`src/rtl/instr_pkg.sv`:
```
// Shared definitions for the instruction word: opcodes, field positions, error codes, loader states.
// Latency: none (definitions only).
// Backpressure: not applicable.
package instr_pkg;

  // Opcodes carried in word[31:28]
  localparam logic [3:0] OP_NOP    = 4'd0;
  localparam logic [3:0] OP_LOAD   = 4'd1;
  localparam logic [3:0] OP_STORE  = 4'd2;
  localparam logic [3:0] OP_BRANCH = 4'd3;
  localparam logic [3:0] OP_XOR    = 4'd4;
  localparam logic [3:0] OP_ADD    = 4'd5;
  localparam logic [3:0] OP_ROTATE = 4'd6;
  localparam logic [3:0] OP_SHIFT  = 4'd7;
  localparam logic [3:0] OP_HALT   = 4'd8;
  localparam logic [3:0] OP_CMP    = 4'd9;

  // Field layout of the 32-bit instruction word
  localparam int INSTR_W   = 32;
  localparam int OPC_LSB   = 28;
  localparam int OPC_W     = 4;
  localparam int CC_LSB    = 24;
  localparam int CC_W      = 4;
  localparam int STYPE_BIT = 27;
  localparam int DTYPE_BIT = 26;
  localparam int SRC_LSB   = 12;
  localparam int SRC_W     = 12;
  localparam int DEST_LSB  = 0;
  localparam int DEST_W    = 12;

  // Status codes reported on err_code
  localparam logic [1:0] ERR_NONE     = 2'd0;
  localparam logic [1:0] ERR_ILLEGAL  = 2'd1;
  localparam logic [1:0] ERR_OVERFLOW = 2'd2;

  typedef enum logic [1:0] {
    ST_IDLE = 2'd0,
    ST_LOAD = 2'd1,
    ST_DONE = 2'd2,
    ST_ERR  = 2'd3
  } state_e;

  // Opcodes 10..15 are unassigned
  function automatic logic is_legal_op(input logic [3:0] op);
    return op <= OP_CMP;
  endfunction

endpackage

```
`src/rtl/instr_pack.sv`:
```
// Packs one field tuple into a 32-bit instruction word and flags unassigned opcodes.
// Latency: purely combinational.
// Backpressure: none; the caller decides when the result is used.
module instr_pack
  import instr_pkg::*;
(
  input  logic [3:0]         opcode,
  input  logic [3:0]         cc,
  input  logic               src_type,
  input  logic               dest_type,
  input  logic [11:0]        src,
  input  logic [11:0]        dest,
  output logic [INSTR_W-1:0] word,
  output logic               illegal
);

  // Field placement by opcode class; fields an opcode does not use stay zero
  always_comb begin
    word    = '0;
    illegal = 1'b0;
    word[OPC_LSB +: OPC_W] = opcode;
    case (opcode)
      OP_BRANCH: begin
        word[CC_LSB +: CC_W]     = cc;
        word[DEST_LSB +: DEST_W] = dest;
      end
      OP_LOAD, OP_STORE, OP_XOR, OP_ADD, OP_CMP: begin
        word[STYPE_BIT]          = src_type;
        word[DTYPE_BIT]          = dest_type;
        word[SRC_LSB +: SRC_W]   = src;
        word[DEST_LSB +: DEST_W] = dest;
      end
      OP_ROTATE, OP_SHIFT: begin
        // src carries the count, passed through untouched; no source type
        word[DTYPE_BIT]          = dest_type;
        word[SRC_LSB +: SRC_W]   = src;
        word[DEST_LSB +: DEST_W] = dest;
      end
      OP_NOP, OP_HALT: begin
        word = {opcode, 28'd0};
      end
      default: begin
        illegal = 1'b1;
      end
    endcase
  end

endmodule

```
`src/rtl/instr_encoder.sv`:
```
// Program loader: packs field tuples and writes them sequentially into program memory from address 0.
// Latency: an accepted tuple appears on mem_we/mem_addr/mem_wdata for exactly the following cycle.
// Backpressure: in_ready is high only in LOAD without start; HALT, illegal opcode or overflow drop it.
module instr_encoder
  import instr_pkg::*;
#(
  parameter int ADDR_W = 8
) (
  input  logic              clk,
  input  logic              rst_n,
  input  logic              start,
  input  logic              in_valid,
  output logic              in_ready,
  input  logic [3:0]        in_opcode,
  input  logic [3:0]        in_cc,
  input  logic              in_src_type,
  input  logic              in_dest_type,
  input  logic [11:0]       in_src,
  input  logic [11:0]       in_dest,
  output logic              mem_we,
  output logic [ADDR_W-1:0] mem_addr,
  output logic [31:0]       mem_wdata,
  output logic              busy,
  output logic              done,
  output logic              err,
  output logic [1:0]        err_code,
  output logic [ADDR_W:0]   word_count
);

  localparam int CNT_W = ADDR_W + 1;
  // Highest writable address, at counter width
  localparam logic [CNT_W-1:0] LAST_ADDR = {1'b0, {ADDR_W{1'b1}}};

  state_e              state_q, state_d;
  logic [CNT_W-1:0]    cnt_q, cnt_d;
  logic                done_q, done_d;
  logic                err_q, err_d;
  logic [1:0]          err_code_q, err_code_d;
  logic                we_q, we_d;
  logic [ADDR_W-1:0]   addr_q, addr_d;
  logic [31:0]         wdata_q, wdata_d;

  logic [31:0]         packed_word;
  logic                packed_illegal;
  logic                accept;

  instr_pack u_pack (
    .opcode    (in_opcode),
    .cc        (in_cc),
    .src_type  (in_src_type),
    .dest_type (in_dest_type),
    .src       (in_src),
    .dest      (in_dest),
    .word      (packed_word),
    .illegal   (packed_illegal)
  );

  // start wins over a tuple presented in the same cycle
  assign in_ready = (state_q == ST_LOAD) && !start;
  assign accept   = in_valid && in_ready;

  // State, counter (also the write pointer) and write-port registers
  always_ff @(posedge clk or negedge rst_n) begin
    if (!rst_n) begin
      state_q    <= ST_IDLE;
      cnt_q      <= '0;
      done_q     <= 1'b0;
      err_q      <= 1'b0;
      err_code_q <= ERR_NONE;
      we_q       <= 1'b0;
      addr_q     <= '0;
      wdata_q    <= '0;
    end else begin
      state_q    <= state_d;
      cnt_q      <= cnt_d;
      done_q     <= done_d;
      err_q      <= err_d;
      err_code_q <= err_code_d;
      we_q       <= we_d;
      addr_q     <= addr_d;
      wdata_q    <= wdata_d;
    end
  end

  // Next-state, status and write-port decisions for this cycle
  always_comb begin
    state_d    = state_q;
    cnt_d      = cnt_q;
    done_d     = done_q;
    err_d      = err_q;
    err_code_d = err_code_q;
    we_d       = 1'b0;
    addr_d     = addr_q;
    wdata_d    = wdata_q;

    if (start) begin
      // Restart from address 0; a write registered last edge still goes out
      state_d    = ST_LOAD;
      cnt_d      = '0;
      done_d     = 1'b0;
      err_d      = 1'b0;
      err_code_d = ERR_NONE;
    end else if (accept) begin
      if (packed_illegal) begin
        state_d    = ST_ERR;
        err_d      = 1'b1;
        err_code_d = ERR_ILLEGAL;
      end else begin
        we_d    = 1'b1;
        addr_d  = cnt_q[ADDR_W-1:0];
        wdata_d = packed_word;
        cnt_d   = cnt_q + CNT_W'(1);
        if (in_opcode == OP_HALT) begin
          state_d = ST_DONE;
          done_d  = 1'b1;
        end else if (cnt_q == LAST_ADDR) begin
          // Last slot filled by a non-HALT word: stop rather than wrap
          state_d    = ST_ERR;
          err_d      = 1'b1;
          err_code_d = ERR_OVERFLOW;
        end
      end
    end
  end

  assign mem_we     = we_q;
  assign mem_addr   = addr_q;
  assign mem_wdata  = wdata_q;
  assign busy       = (state_q == ST_LOAD);
  assign done       = done_q;
  assign err        = err_q;
  assign err_code   = err_code_q;
  assign word_count = cnt_q;

endmodule
```
`config.mk`:
```
export PLATFORM = sky130hd
export DESIGN_NAME = instr_encoder
export DESIGN_NICKNAME = d
export VERILOG_FILES = /design/src/rtl/instr_pkg.sv /design/src/rtl/instr_pack.sv /design/src/rtl/instr_encoder.sv
export SDC_FILE = /design/constraint.sdc
export NUM_CORES = 1
export LEC_CHECK = 0
export CAP_MARGIN = 0
export CELL_PAD_IN_SITES_DETAIL_PLACEMENT = 1
export CELL_PAD_IN_SITES_GLOBAL_PLACEMENT = 1
export CORE_MARGIN = 2
export CORE_UTILIZATION = 35
export DETAILED_ROUTE_END_ITERATION = 12
export GPL_TIMING_DRIVEN = 0
export MAX_ROUTING_LAYER = met4
export PLACE_DENSITY_LB_ADDON = 0.1
export REMOVE_ABC_BUFFERS = 1
export SETUP_SLACK_MARGIN = 0.5
export SLEW_MARGIN = 20
export SYNTH_ARGS = -nofsm -noshare
export SYNTH_HDL_FRONTEND = slang
export SYNTH_SLANG_ARGS = --single-unit
```
`constraint.sdc`:
```
create_clock -name clk -period 4.4 [get_ports clk]
set_input_delay 1.32 -clock clk [delete_from_list [all_inputs] [get_ports clk]]
set_output_delay 1.32 -clock clk [all_outputs]
set_load 0.01 [all_outputs]
```
==> results of run 1 <==
metal layers:
metal  share of wire (%)  vias up
li1                    -      990
met1                  47     1002
met4                0.92        0
met3                 4.1        5
met5                   0        -
met2                  48       58
worst paths after layout:
kind | startpoint | end | slack, ns | cells past startpoint
max reg2reg | state_q[1]$_DFFE_PN0P_ | word_count[0]$_DFFE_PN0P_ | 2.04 | 5
max in group asynchronous | rst_n | mem_wdata[27]$_DFFE_PN0P_ | 3.00 | 2
min in group asynchronous | rst_n | mem_wdata[11]$_DFFE_PN0P_ | 0.91 | 1
min reg2reg | mem_wdata[24]$_DFFE_PN0P_ | mem_wdata[24]$_DFFE_PN0P_ | 0.48 | 2
max | start | in_ready | 0.61 | 4
min | mem_wdata[24]$_DFFE_PN0P_ | mem_wdata[24]$_DFFE_PN0P_ | 0.48 | 2
critical path, cell delays in order:
cell,delay (ns)
clkdlybuf4s15_2,0.33
inv_2,0.15
and2_1,0.13
clkdlybuf4s50_1,0.53
kinds of logic after synthesis:
family                     after synthesis  share of synthesized area [%]
DFF                                     56                           57.9
adders and majority gates                2                           1.03
and+or+nand+nor                        121                           23.5
xor gates and xnor gates                 7                           2.53
AOI/OAI and AO/OA                       36                           10.4
buffers and inverters                   21                           4.70
power groups by stage:
stage               Clock (uW)  Combinational [uW]  Sequential, uW
finish                     372                 286             603
floorplan                    0                70.6             640
global route               405                 310             611
CTS                        390                 291             604
global placement             0                 283             612
detailed placement           0                 290             614
cells in the final DEF, fill, tap and decap left out, types with 2 or more instances in the layout:
cell | netlist | layout
a21oi_1 | 10 | 10
nand2b_1 | 2 | 2
nor2_1 | 16 | 16
dfrtp_1 | 56 | 56
nor3_1 | 2 | 2
nand4_1 | 2 | 2
nand3_1 | 21 | 21
nor2b_1 | 2 | 2
nor4_2 | 3 | 3
o21a_1 | 2 | 2
inv_2 | 1 | 2
nor3_2 | 2 | 2
inv_1 | 5 | 4
nand2_1 | 64 | 64
xnor2_1 | 6 | 6
clkdlybuf4s50_1 | 0 | 91
ha_1 | 2 | 2
o21ai_0 | 5 | 5
clkbuf_8 | 0 | 7
a22o_1 | 12 | 12
metrics by stage:
stage | worst slack (ns) | util [%] | cells | hold WS, ns
2_1_floorplan | 1.52 | - | 228 | 0.479
3_3_place_gp | 0.0841 | 49.8 | 401 | 0.448
3_5_place_dp | 0.0280 | 50.0 | 402 | 0.458
4_1_cts | 0.538 | 51.9 | 410 | 0.480
5_1_grt | 0.508 | 51.9 | 410 | 0.504
6_report | 0.606 | 51.9 | 410 | 0.475
layout make-up:
type	count	area [um^2]	area share [%]
clock inverters	1	30.0	0.856
repair buffers	94	950	27.1
flip-flops and latches	56	1400	40.0
well taps	80	100	2.85
multi-input cells	166	907	25.9
inverters	6	22.5	0.642
clock buffers	7	96.3	2.75
flip-flops by register name, indices dropped and copies added, names as in the netlist:
signal / flops
mem_addr: 8
mem_wdata: 32
err_code: 2
word_count: 9
state_q: 2
err: 1
done: 1
mem_we: 1
==> summary.txt, run 1 <==
Status: finished clean
Vias in the first global route: 2135
Root Driver: clkbuf_8
Largest net degree at the start of global routing: 43
Max-slew violation count: 0
Sw Pwr: 326 uW
Routability Congestion: 0.723
Final hold violations: 0
Worst setup SP type: input port
Fillers: 767
CTS tree: yes
Arrival time worst endpoint: 2.47 ns
CTS Hold Buffers Added: 0
CP endpoint kind: primary output
Post-DP HPWL: 4410 um
Area after DPL: 3380 um^2
Post-CTS Resized: 3
Overall Power: 1260 uW
Sequential Power Share: 47.8%
1st-iter DRT viols: 58
Ports: 94
Yosys top cell area share: 57.9%
Yosys cell types: 37
Setup bufs post-CTS: 0
TritonCTS Buffers: 5
Chip width: 87.2 um
Comb power frac: 22.7%
Internal: 936 uW
Routed WL: 6530 um
Die area: 7600 um^2
Max Clk Rate: 264 MHz
Met3 Track Usage GR: 3.60%
Clock buffer depth: 2
Clk slew on worst S/H paths: 0.09 ns
Leak Pwr: 0.00155 uW
Initial antenna violation count: 0
Seq/Total Area, Yosys: 57.9%
Worst slew pin tran: 0.994 ns
GRT busiest layer: met2
Relative slew margins: 33.7%
Period Utilization, post-route: 86.2%
Clk pwr share: 29.5%
Layout Skew: 0.00800 ns
Syn Area/Cell: 9.97 um^2
Design area: 3510 um^2
Gr ovfl total: 0
Core ar.: 6760 um^2
Met2 Use GR: 28.7%
Sw Share: 25.8%
Die height: 87.2 um
Ranking of synthesized cells by area: dfrtp_1 58%, nand2_1 9.9%, nand3_1 4.3%, a22o_1 4.3%, nor2_1 2.5%
Area grow syn2layout: 44.8%
Layout cell share with drive strength beyond 1: 6.36%
Critical path class: input port to primary output
Cells after Synth: 243
Count leader, synth: nand2_1
Yosys synthesis warning count: 0
Max VDD drop: 0.140 mV
Max Cap Viol: 0
Residual DRC: 0
Antenna Cells: 0
TNS Setup: 0 ns
# rows: 30
EDFF count, synth: 0
Post-layout min period: 3.79 ns
First-pass GRT wire length: 10400 um
Power Density: 360 nW/um^2
H-tree Lvls: 2
Pre-Repair DR Iteration Count: 4
Synth top cells by count: 64 x nand2_1, 56 x dfrtp_1, 21 x nand3_1, 16 x nor2_1, 12 x a22o_1
# port buffers: 93
Ys async rst share: 100%
Routed vias/inst: 5.01
Post-DRT Antenna Nets: 0
Post-synth top area cell: dfrtp_1
Final number of setup-violating endpoints: 0
Hold Crit Class: register to register
RSZ-0062 raised after global routing: false
Total number of vias: 2055
Mapped cell area: 2420 um^2
Gr usage total: 18.0%
CP required: 3.08 ns
Worst-Skew Late Latency: 0.32 ns
Crit path max fanout: 15
Nets: 369
Met1 Use GR: 23.6%
Starting density of the core: 35.9%
Seq cells post-synth: 56
Most used DFF post-synth: dfrtp_1
CTS Sinks: 56
DR WL/cell: 15.9 um
Note: power is estimated with default switching activity, not from simulation.
==> inputs of run 2 (changes only) <==
CAP_MARGIN = unset   (was 0)
==> results of run 2 <==
The final DEF is identical to that of run 1; final timing and power are the same.
